`src/rtl/ula_sequencial.sv`:
```
// Sequential ALU: single-cycle add/sub/AND, WIDTH-cycle shift-add multiply.
// Results are held in output registers between valido pulses.
module ula_sequencial #(
    parameter int WIDTH = 16
) (
    input  logic             clock,
    input  logic             reset,
    input  logic [WIDTH-1:0] M1,
    input  logic [WIDTH-1:0] M2,
    input  logic [1:0]       H,
    input  logic             inicio,
    output logic             pronto,
    output logic             valido,
    output logic [WIDTH-1:0] resultado,
    output logic             estouro
);

    localparam int CW = $clog2(WIDTH);
    localparam logic [CW-1:0] ULTIMO = CW'(WIDTH - 1);

    typedef enum logic [1:0] {
        OCIOSO,
        CALCULA,
        FIM
    } estado_t;

    estado_t estado_q, estado_d;

    logic [2*WIDTH-1:0] mcand_q;
    logic [2*WIDTH-1:0] acc_q;
    logic [2*WIDTH-1:0] parcial;
    logic [2*WIDTH-1:0] produto;
    logic [WIDTH-1:0]   mplier_q;
    logic [CW-1:0]      cnt_q;
    logic [WIDTH-1:0]   res_q;
    logic               est_q;

    logic [WIDTH:0]     soma;
    logic [WIDTH:0]     dif;
    logic [WIDTH-1:0]   imm_r;
    logic               imm_e;
    logic               aceita;
    logic               ultimo;

    assign aceita = inicio && (estado_q == OCIOSO);
    assign ultimo = (estado_q == CALCULA) && (cnt_q == ULTIMO);

    always_ff @(posedge clock or posedge reset) begin
        if (reset) begin
            estado_q <= OCIOSO;
        end else begin
            estado_q <= estado_d;
        end
    end

    always_comb begin
        estado_d = estado_q;
        pronto   = 1'b0;
        valido   = 1'b0;
        unique case (estado_q)
            OCIOSO: begin
                pronto = 1'b1;
                if (inicio) begin
                    estado_d = (H == 2'b01) ? CALCULA : FIM;
                end
            end
            CALCULA: begin
                if (cnt_q == ULTIMO) begin
                    estado_d = FIM;
                end
            end
            FIM: begin
                valido   = 1'b1;
                estado_d = OCIOSO;
            end
            default: estado_d = OCIOSO;
        endcase
    end

    // Borrow out of the extended subtraction is exactly M1 < M2.
    assign soma = {1'b0, M1} + {1'b0, M2};
    assign dif  = {1'b0, M1} - {1'b0, M2};

    always_comb begin
        imm_r = '0;
        imm_e = 1'b0;
        unique case (H)
            2'b00: begin
                imm_r = soma[WIDTH-1:0];
                imm_e = soma[WIDTH];
            end
            2'b10: begin
                imm_r = dif[WIDTH-1:0];
                imm_e = dif[WIDTH];
            end
            2'b11: begin
                imm_r = M1 & M2;
                imm_e = 1'b0;
            end
            default: begin
                imm_r = '0;
                imm_e = 1'b0;
            end
        endcase
    end

    assign parcial = mplier_q[0] ? mcand_q : '0;
    assign produto = acc_q + parcial;

    always_ff @(posedge clock or posedge reset) begin
        if (reset) begin
            mcand_q  <= '0;
            mplier_q <= '0;
            acc_q    <= '0;
            cnt_q    <= '0;
            res_q    <= '0;
            est_q    <= 1'b0;
        end else if (aceita) begin
            mcand_q  <= {{WIDTH{1'b0}}, M1};
            mplier_q <= M2;
            acc_q    <= '0;
            cnt_q    <= '0;
            if (H != 2'b01) begin
                res_q <= imm_r;
                est_q <= imm_e;
            end
        end else if (estado_q == CALCULA) begin
            acc_q    <= produto;
            mcand_q  <= mcand_q << 1;
            mplier_q <= mplier_q >> 1;
            cnt_q    <= cnt_q + CW'(1);
            // Outputs only change once the full product is known.
            if (ultimo) begin
                res_q <= produto[WIDTH-1:0];
                est_q <= |produto[2*WIDTH-1:WIDTH];
            end
        end
    end

    assign resultado = res_q;
    assign estouro   = est_q;

endmodule

```
`config.mk`:
```
export PLATFORM = sky130hd
export DESIGN_NAME = ula_sequencial
export DESIGN_NICKNAME = d
export VERILOG_FILES = /design/src/rtl/ula_sequencial.sv
export SDC_FILE = /design/constraint.sdc
export NUM_CORES = 1
export LEC_CHECK = 0
export ABC_AREA = 0
export CORE_UTILIZATION = 50
export CTS_CLUSTER_DIAMETER = 150
export CTS_CLUSTER_SIZE = 8
export DETAILED_ROUTE_END_ITERATION = 10
export GPL_ROUTABILITY_DRIVEN = 0
export HOLD_SLACK_MARGIN = 0.15
export PLACE_DENSITY_LB_ADDON = 0.2
export SLEW_MARGIN = 20
export SYNTH_ARGS = -nofsm -noshare
export SYNTH_HDL_FRONTEND = slang
export SYNTH_SLANG_ARGS = --single-unit
```
`constraint.sdc`:
```
create_clock -name clock -period 3.6 [get_ports clock]
set_input_delay 0.54 -clock clock [delete_from_list [all_inputs] [get_ports clock]]
set_output_delay 0.54 -clock clock [all_outputs]
set_load 0.05 [all_outputs]
```
# Word-level counts from Yosys, hierarchy flattened
# Index checks and enable logic that the tools add are counted.
dict set report totals {
  register_bits 103
}
dict set report classes {
  addsub 4
  eq_ne 10
  n_mux 25
  bitwise_logic 1
  reduce_logical 9
}
# operator n
set op_table {}
lappend op_table {{two-way mux 32 bit} 5}
lappend op_table {{two-way mux 16 bit} 6}
lappend op_table {{case mux 16 bit (3 select lines)} 1}
lappend op_table {{adder 32 bit} 1}
lappend op_table {{adder 16 x 16 -> 17 bit} 1}
lappend op_table {{subtractor 16 x 16 -> 17 bit} 1}
lappend op_table {{bitwise AND 16 bit} 1}
lappend op_table {{OR reduction 16 bit} 1}
lappend op_table {{two-way mux 4 bit} 2}
lappend op_table {{== test 2 bit (second input constant)} 3}
lappend op_table {{two-way mux 1 bit} 6}
lappend op_table {{two-way mux 2 bit} 3}
lappend op_table {{adder 4 x 1 -> 4 bit (second input constant)} 1}
lappend op_table {{== test 2 x 1 -> 1 bit (second input constant)} 2}
lappend op_table {{== test 4 bit (second input constant)} 1}
lappend op_table {{zero test 2 bit} 2}
lappend op_table {{inequality test 2 x 1 -> 1 bit (second input constant)} 2}
lappend op_table {{inequality test 2 bit (second input constant)} 2}
lappend op_table {{case mux 2 bit (2 select lines)} 1}
lappend op_table {{nonzero test 2 bit} 2}
lappend op_table {{AND reduction 3 bit} 1}
lappend op_table {{logical AND 1 bit} 2}
lappend op_table {{case mux 1 bit (2 select lines)} 1}
lappend op_table {{AND reduction 2 bit} 1}

# Logic depth before layout (Yosys ltp)
dict set report depth {
  depth_word 6
  mapped_depth 13
  ltp_nobuf 13
}

# Worst setup path before layout
# OpenSTA, ideal clock, no wires.
dict set report synth_path {
  path_kind {register to register}
  start {register mplier_q[0]}
  end {register est_q, in the netlist estouro}
  setup_time_ps 132
  arrival_time_ps 3018
  required_time_ps 3468
  slack_ps 450
  stages_incl_launch_ff 14
  period_less_slack_ps 3150
  cell_sequence {dfrtp_1 clkbuf_1 and2_1 ha_1 fa_1 a211o_1 o211ai_1 a21bo_2 nand2_1 a31oi_1 xor2_1 or4b_1 nor4_1 a31oi_1}
}
dict set report synth_via {
  elab_chain_len 6
}
# item line_no
set synth_rtl {}
lappend synth_rtl {{from (decl)} 33} ;# logic [WIDTH-1:0] mplier_q;
lappend synth_rtl {{from (signal assigned)} 130} ;# mplier_q <= mplier_q >> 1;
lappend synth_rtl {{two-way mux 32 bit} 107} ;# assign parcial = mplier_q[0] ? mcand_q : '0;
lappend synth_rtl {{adder 32 bit} 108} ;# assign produto = acc_q + parcial;
lappend synth_rtl {{OR reduction 16 bit} 135} ;# est_q <= |produto[2*WIDTH-1:WIDTH];
lappend synth_rtl {{two-way mux 1 bit} 133} ;# if (ultimo) begin
lappend synth_rtl {{two-way mux 1 bit} 127} ;# end else if (estado_q == CALCULA) begin
lappend synth_rtl {{two-way mux 1 bit} 118} ;# end else if (aceita) begin
lappend synth_rtl {{to (signal assigned)} 125} ;# est_q <= imm_e;
lappend synth_rtl {{to (signal assigned)} 135}
lappend synth_rtl {{to (decl)} 36} ;# logic est_q;
# No other way between the ends. The select of a mux whose other input is x is not followed.
# A chain may end at the register's enable or synchronous reset.

# Worst setup path in the final report
dict set report layout_path {
  start {register mcand_q[0]}
  end {register est_q, in the netlist estouro}
}
dict set report layout_via {
  elab_chain_len 6
}
# item line_no
set layout_rtl {}
lappend layout_rtl {{from (decl)} 29} ;# logic [2*WIDTH-1:0] mcand_q;
lappend layout_rtl {{from (signal assigned)} 119} ;# mcand_q <= {{WIDTH{1'b0}}, M1};
lappend layout_rtl {{from (signal assigned)} 129} ;# mcand_q <= mcand_q << 1;
lappend layout_rtl {{two-way mux 32 bit} 107}
lappend layout_rtl {{adder 32 bit} 108}
lappend layout_rtl {{OR reduction 16 bit} 135}
lappend layout_rtl {{two-way mux 1 bit} 133}
lappend layout_rtl {{two-way mux 1 bit} 127}
lappend layout_rtl {{two-way mux 1 bit} 118}
# No other way between the ends. The select of a mux whose other input is x is not followed.

==> impl_metrics.prom <==
# TYPE chip_impl_metric gauge
chip_impl_metric{name="power.net_switching",unit="uW"} 2870
chip_impl_metric{name="power.switching_fraction",unit="%"} 46.0
chip_impl_metric{name="grt_use_met2",unit="%"} 45.6
chip_impl_metric{name="first_pass_iters",unit=""} 6
chip_impl_metric{name="drtIter0Drc",unit=""} 638
chip_impl_metric{name="i_o_pin_count",unit=""} 56
chip_impl_metric{name="rows",unit=""} 45
chip_impl_metric{name="htreeDepth",unit=""} 3
chip_impl_metric{name="area_growth_syn_to_layout",unit="%"} 16.0
chip_impl_info{name="min-delay-path-class",value="reg2reg"} 1
chip_impl_metric{name="final_hold_viol_count",unit=""} 0
chip_impl_metric{name="clk_latency",unit="ns"} 0.36
chip_impl_metric{name="combinational_group_share_of_total_power",unit="%"} 52.2
chip_impl_metric{name="post_drt_via_cell_ratio",unit=""} 5.91
chip_impl_metric{name="antenna_found_initial",unit=""} 0
chip_impl_metric{name="global_route_wire_length_before_repair",unit="um"} 35000
chip_impl_metric{name="pwr-share-seq",unit="%"} 30.7
chip_impl_metric{name="layout-drive-gt1-share",unit="%"} 8.44
chip_impl_info{name="setup.worst_path.start_class",value="flip-flop"} 1
chip_impl_metric{name="placed_cells_incl_taps",unit=""} 1165
chip_impl_metric{name="power.density_cell_area",unit="nW/um2"} 698
chip_impl_metric{name="initial_core_util",unit="%"} 50.9
chip_impl_info{name="grt_setup_unrepaired",value="false"} 1
chip_impl_metric{name="leakagePower",unit="uW"} 0.00415
chip_impl_metric{name="die_span_in_y",unit="um"} 126
chip_impl_metric{name="slew_headroom",unit="%"} 39.0
chip_impl_metric{name="synthesis.yosys.warnings",unit=""} 0
chip_impl_metric{name="cell_area_after_technology_mapping",unit="um2"} 7700
chip_impl_metric{name="ys_async_sr_fraction",unit="%"} 100
chip_impl_info{name="status",value="finished, final reports clean"} 1
chip_impl_metric{name="clock_net_sink_count",unit=""} 103
chip_impl_metric{name="worst_clock_skew",unit="ns"} 0.00968
chip_impl_metric{name="internal_power",unit="uW"} 3370
chip_impl_info{name="setup.worst_path.end_class",value="flip-flop"} 1
chip_impl_metric{name="antenna-diode-count",unit=""} 0
chip_impl_metric{name="synth-edff-count",unit=""} 0
chip_impl_metric{name="grt_start_max_net_pins",unit=""} 72
chip_impl_metric{name="hold-worst-slack",unit="ns"} 0.481
chip_impl_metric{name="synth-seq-area-share",unit="%"} 33.5
chip_impl_info{name="yosys_most_used_dff",value="dfrtp_1"} 1
chip_impl_metric{name="ctsLongestPathBuffers",unit=""} 2
chip_impl_metric{name="timing.critical_path.fanout_max",unit=""} 3
chip_impl_metric{name="grt_pass1_vias",unit=""} 6671
chip_impl_info{name="clock-root-buffer",value="clkbuf_16"} 1
chip_impl_metric{name="setup-tns-final",unit="ns"} 0
chip_impl_metric{name="clock_power_share",unit="%"} 17.1
chip_impl_metric{name="finalNetCount",unit=""} 1094
chip_impl_metric{name="nets_in_the_synthesized_netlist",unit=""} 1045
chip_impl_info{name="busiest_layer_in_global_routing",value="met2"} 1
chip_impl_metric{name="die_area",unit="um2"} 15900
chip_impl_metric{name="final_cells",unit=""} 1183
chip_impl_metric{name="flop_and_latch_count_out_of_synthesis",unit=""} 103
chip_impl_metric{name="cap_viol_max_count",unit=""} 0
chip_impl_metric{name="yosysUniqueCellTypes",unit=""} 70
chip_impl_metric{name="syn-instance-count",unit=""} 941
chip_impl_info{name="cts_tree",value="built"} 1
chip_impl_metric{name="report.final.setup_viol",unit=""} 0
chip_impl_metric{name="design.core.area",unit="um2"} 15100
chip_impl_metric{name="route.final.wire_length",unit="um"} 20800
chip_impl_metric{name="detail_route.drc_violations",unit=""} 0
chip_impl_metric{name="tightest_slew",unit="ns"} 0.915
chip_impl_metric{name="max_clock_freq",unit="MHz"} 294
chip_impl_metric{name="vdd_ir_drop_max",unit="V"} 0.000499
chip_impl_metric{name="period_minus_slack",unit="ns"} 3.41
chip_impl_metric{name="timing.final.max_slew_violations",unit=""} 0
chip_impl_metric{name="grtUsageMet1",unit="%"} 37.4
chip_impl_metric{name="worst_setup_hold_path_clk_slew",unit="ns"} 0.08
chip_impl_metric{name="final_min_period_over_clock_period",unit="%"} 94.6
chip_impl_metric{name="antenna_violating_nets_post_route",unit=""} 0
chip_impl_metric{name="vias",unit=""} 6996
chip_impl_metric{name="cts_inserted_buffers",unit=""} 9
chip_impl_metric{name="cts_hold_buf",unit=""} 0
chip_impl_metric{name="synth_area_per_cell",unit="um2"} 8.19
chip_impl_metric{name="worst-endpoint-required",unit="ns"} 3.85
chip_impl_metric{name="post-dp-hpwl",unit="um"} 14900
chip_impl_metric{name="fp.dieW",unit="um"} 126
chip_impl_info{name="timing_worst_setup_path_type",value="reg2reg"} 1
chip_impl_metric{name="globalRouteTotalUtil",unit="%"} 27.8
chip_impl_metric{name="avgRoutedWirePerCell",unit="um"} 17.6
chip_impl_metric{name="grt_overflow_total",unit=""} 0
chip_impl_metric{name="grt_util_met3",unit="%"} 5.01
chip_impl_metric{name="cp_data_arrival_time",unit="ns"} 3.65
chip_impl_metric{name="io_buffer_count",unit=""} 55
state kept, by name, summed over array words and instances, names as in the netlist:
| register | flops |
|---|---|
| acc_q | 32 |
| cnt_q | 4 |
| estado_q | 2 |
| estouro | 1 |
| mcand_q | 32 |
| mplier_q | 16 |
| resultado | 16 |
logic make-up (layout without fill, tap and decap cells):
| family | after synthesis | in the layout | synth area share (%) |
|---|---|---|---|
| and+or+nand+nor | 360 | 360 | 21.7 |
| muxes | 3 | 3 | 0.390 |
| AOI/OAI and AO/OA | 282 | 282 | 24.3 |
| adders and majority gates | 67 | 67 | 11.2 |
| xor gates and xnor gates | 40 | 40 | 4.55 |
| buffers and inverters | 86 | 140 | 4.48 |
| DFF | 103 | 103 | 33.5 |
cell usage in the layout (no fill, tap or decap), types with 10 or more instances in the layout:
| cell type | instances |
|---|---|
| nor3_1 | 12 |
| buf_4 | 33 |
| a21oi_1 | 52 |
| a22o_1 | 10 |
| o21ai_0 | 73 |
| o31ai_1 | 10 |
| ha_1 | 63 |
| nor2_1 | 58 |
| a21o_1 | 13 |
| nand2b_1 | 13 |
| inv_1 | 31 |
| a31oi_1 | 11 |
| clkdlybuf4s50_1 | 55 |
| dfrtp_1 | 103 |
| and2_1 | 37 |
| xor2_1 | 17 |
| xnor2_1 | 23 |
| nand3_1 | 25 |
| nand2_1 | 168 |
| a22oi_1 | 32 |
metrics by stage:
stage | util, % | worst slack (ns) | power [uW] | area [um2]
global route | 59.0 | 0.0126 | 6690 | 8930
detailed placement | 56.5 | 0.0413 | 5120 | 8560
CTS | 58.6 | 0.0777 | 6210 | 8880
global placement | 56.5 | 0.0789 | 5070 | 8560
finish | 59.0 | 0.195 | 6230 | 8930
floorplan | - | 0.356 | 4070 | 7700
final timing paths:
kind                                    startpoint                 endpoint  slack [ns]  depth (start not counted)
min                        mplier_q[4]$_DFFE_PP0P_  mplier_q[4]$_DFFE_PP0P_        0.48                          2
max in group asynchronous                    reset   mcand_q[6]$_DFFE_PP0P_        2.23                          3
min reg2reg                mplier_q[4]$_DFFE_PP0P_  mplier_q[4]$_DFFE_PP0P_        0.48                          2
min in group asynchronous                    reset  mcand_q[17]$_DFFE_PP0P_        0.71                          2
max                         mcand_q[0]$_DFFE_PP0P_      estouro$_DFFE_PP0P_        0.19                         13
max reg2reg                 mcand_q[0]$_DFFE_PP0P_      estouro$_DFFE_PP0P_        0.19                         13
power groups by stage:
stage | clock, uW | combinational [uW] | sequential (uW)
floorplan | 0 | 1940 | 2130
global placement | 0 | 3140 | 1930
detailed placement | 0 | 3190 | 1930
CTS | 1100 | 3200 | 1910
global route | 1130 | 3590 | 1960
finish | 1070 | 3250 | 1910
Yosys cell counts, drive strengths merged (3+ instances only):
cell type | number | area (um2)
a22oi | 32 | 240
or3 | 9 | 56.3
o21ai | 77 | 389
nor3 | 12 | 60.1
inv | 34 | 128
o22ai | 8 | 50.1
fa | 3 | 60.1
o31ai | 10 | 75.1
a21o | 13 | 97.6
a2111oi | 6 | 58.8
a211oi | 5 | 37.5
a22o | 11 | 97.6
a21oi | 58 | 320
nor2b | 4 | 25.0
nand2b | 13 | 81.3
o221ai | 3 | 26.3
dfrtp | 103 | 2580
nand4 | 9 | 56.3
or2 | 5 | 31.3
a31o | 4 | 35.0
o21bai | 9 | 67.6
nor2 | 60 | 233
ha | 64 | 801
nand2 | 169 | 642
clkbuf | 39 | 146
o211ai | 9 | 72.6
mux2i | 3 | 30.0
nand3 | 25 | 125
and3 | 5 | 31.3
xor2 | 17 | 149
buf | 13 | 71.3
nor4 | 5 | 37.5
a31oi | 11 | 68.8
xnor2 | 23 | 201
and2 | 38 | 238
o21a | 5 | 37.5
a221oi | 3 | 26.3
a21boi | 4 | 30.0
final cells by class:
type / count / area [um2]
fillers: 1354 / 6210
clock buffers: 10 / 229
clock inverters: 6 / 85.1
multi-input cells: 752 / 4840
inverters: 34 / 130
repair buffers: 90 / 838
flip-flops and latches: 103 / 2580
well taps: 188 / 235
worst max-delay path: stages (launching register included):
cell and delay [ns]:
dfrtp_1 0.41, and2_1 0.17, ha_1 0.21, fa_1 0.44
a211o_1 0.29, o211ai_1 0.16, a21bo_2 0.22, nand2_1 0.08
a31oi_1 0.22, xor2_1 0.22, or4b_4 0.51, nor4_4 0.17
buf_4 0.15, a31oi_1 0.07
timing repair:
| item | CTS | global route |
|---|---|---|
| hold endpoints to repair | 0 | 0 |
| resized for setup | 0 | 10 |
| buffers inserted | 0 | 2 |
| setup endpoints to repair | 0 | 2 |
per-layer routing:
| metal | vias to the layer above | wire length (um) |
|---|---|---|
| li1 | 3430 | - |
| met1 | 3346 | 9490 |
| met2 | 182 | 9960 |
| met3 | 38 | 907 |
| met4 | 0 | 473 |
| met5 | - | 0 |
(Power assumes the default switching activity.)
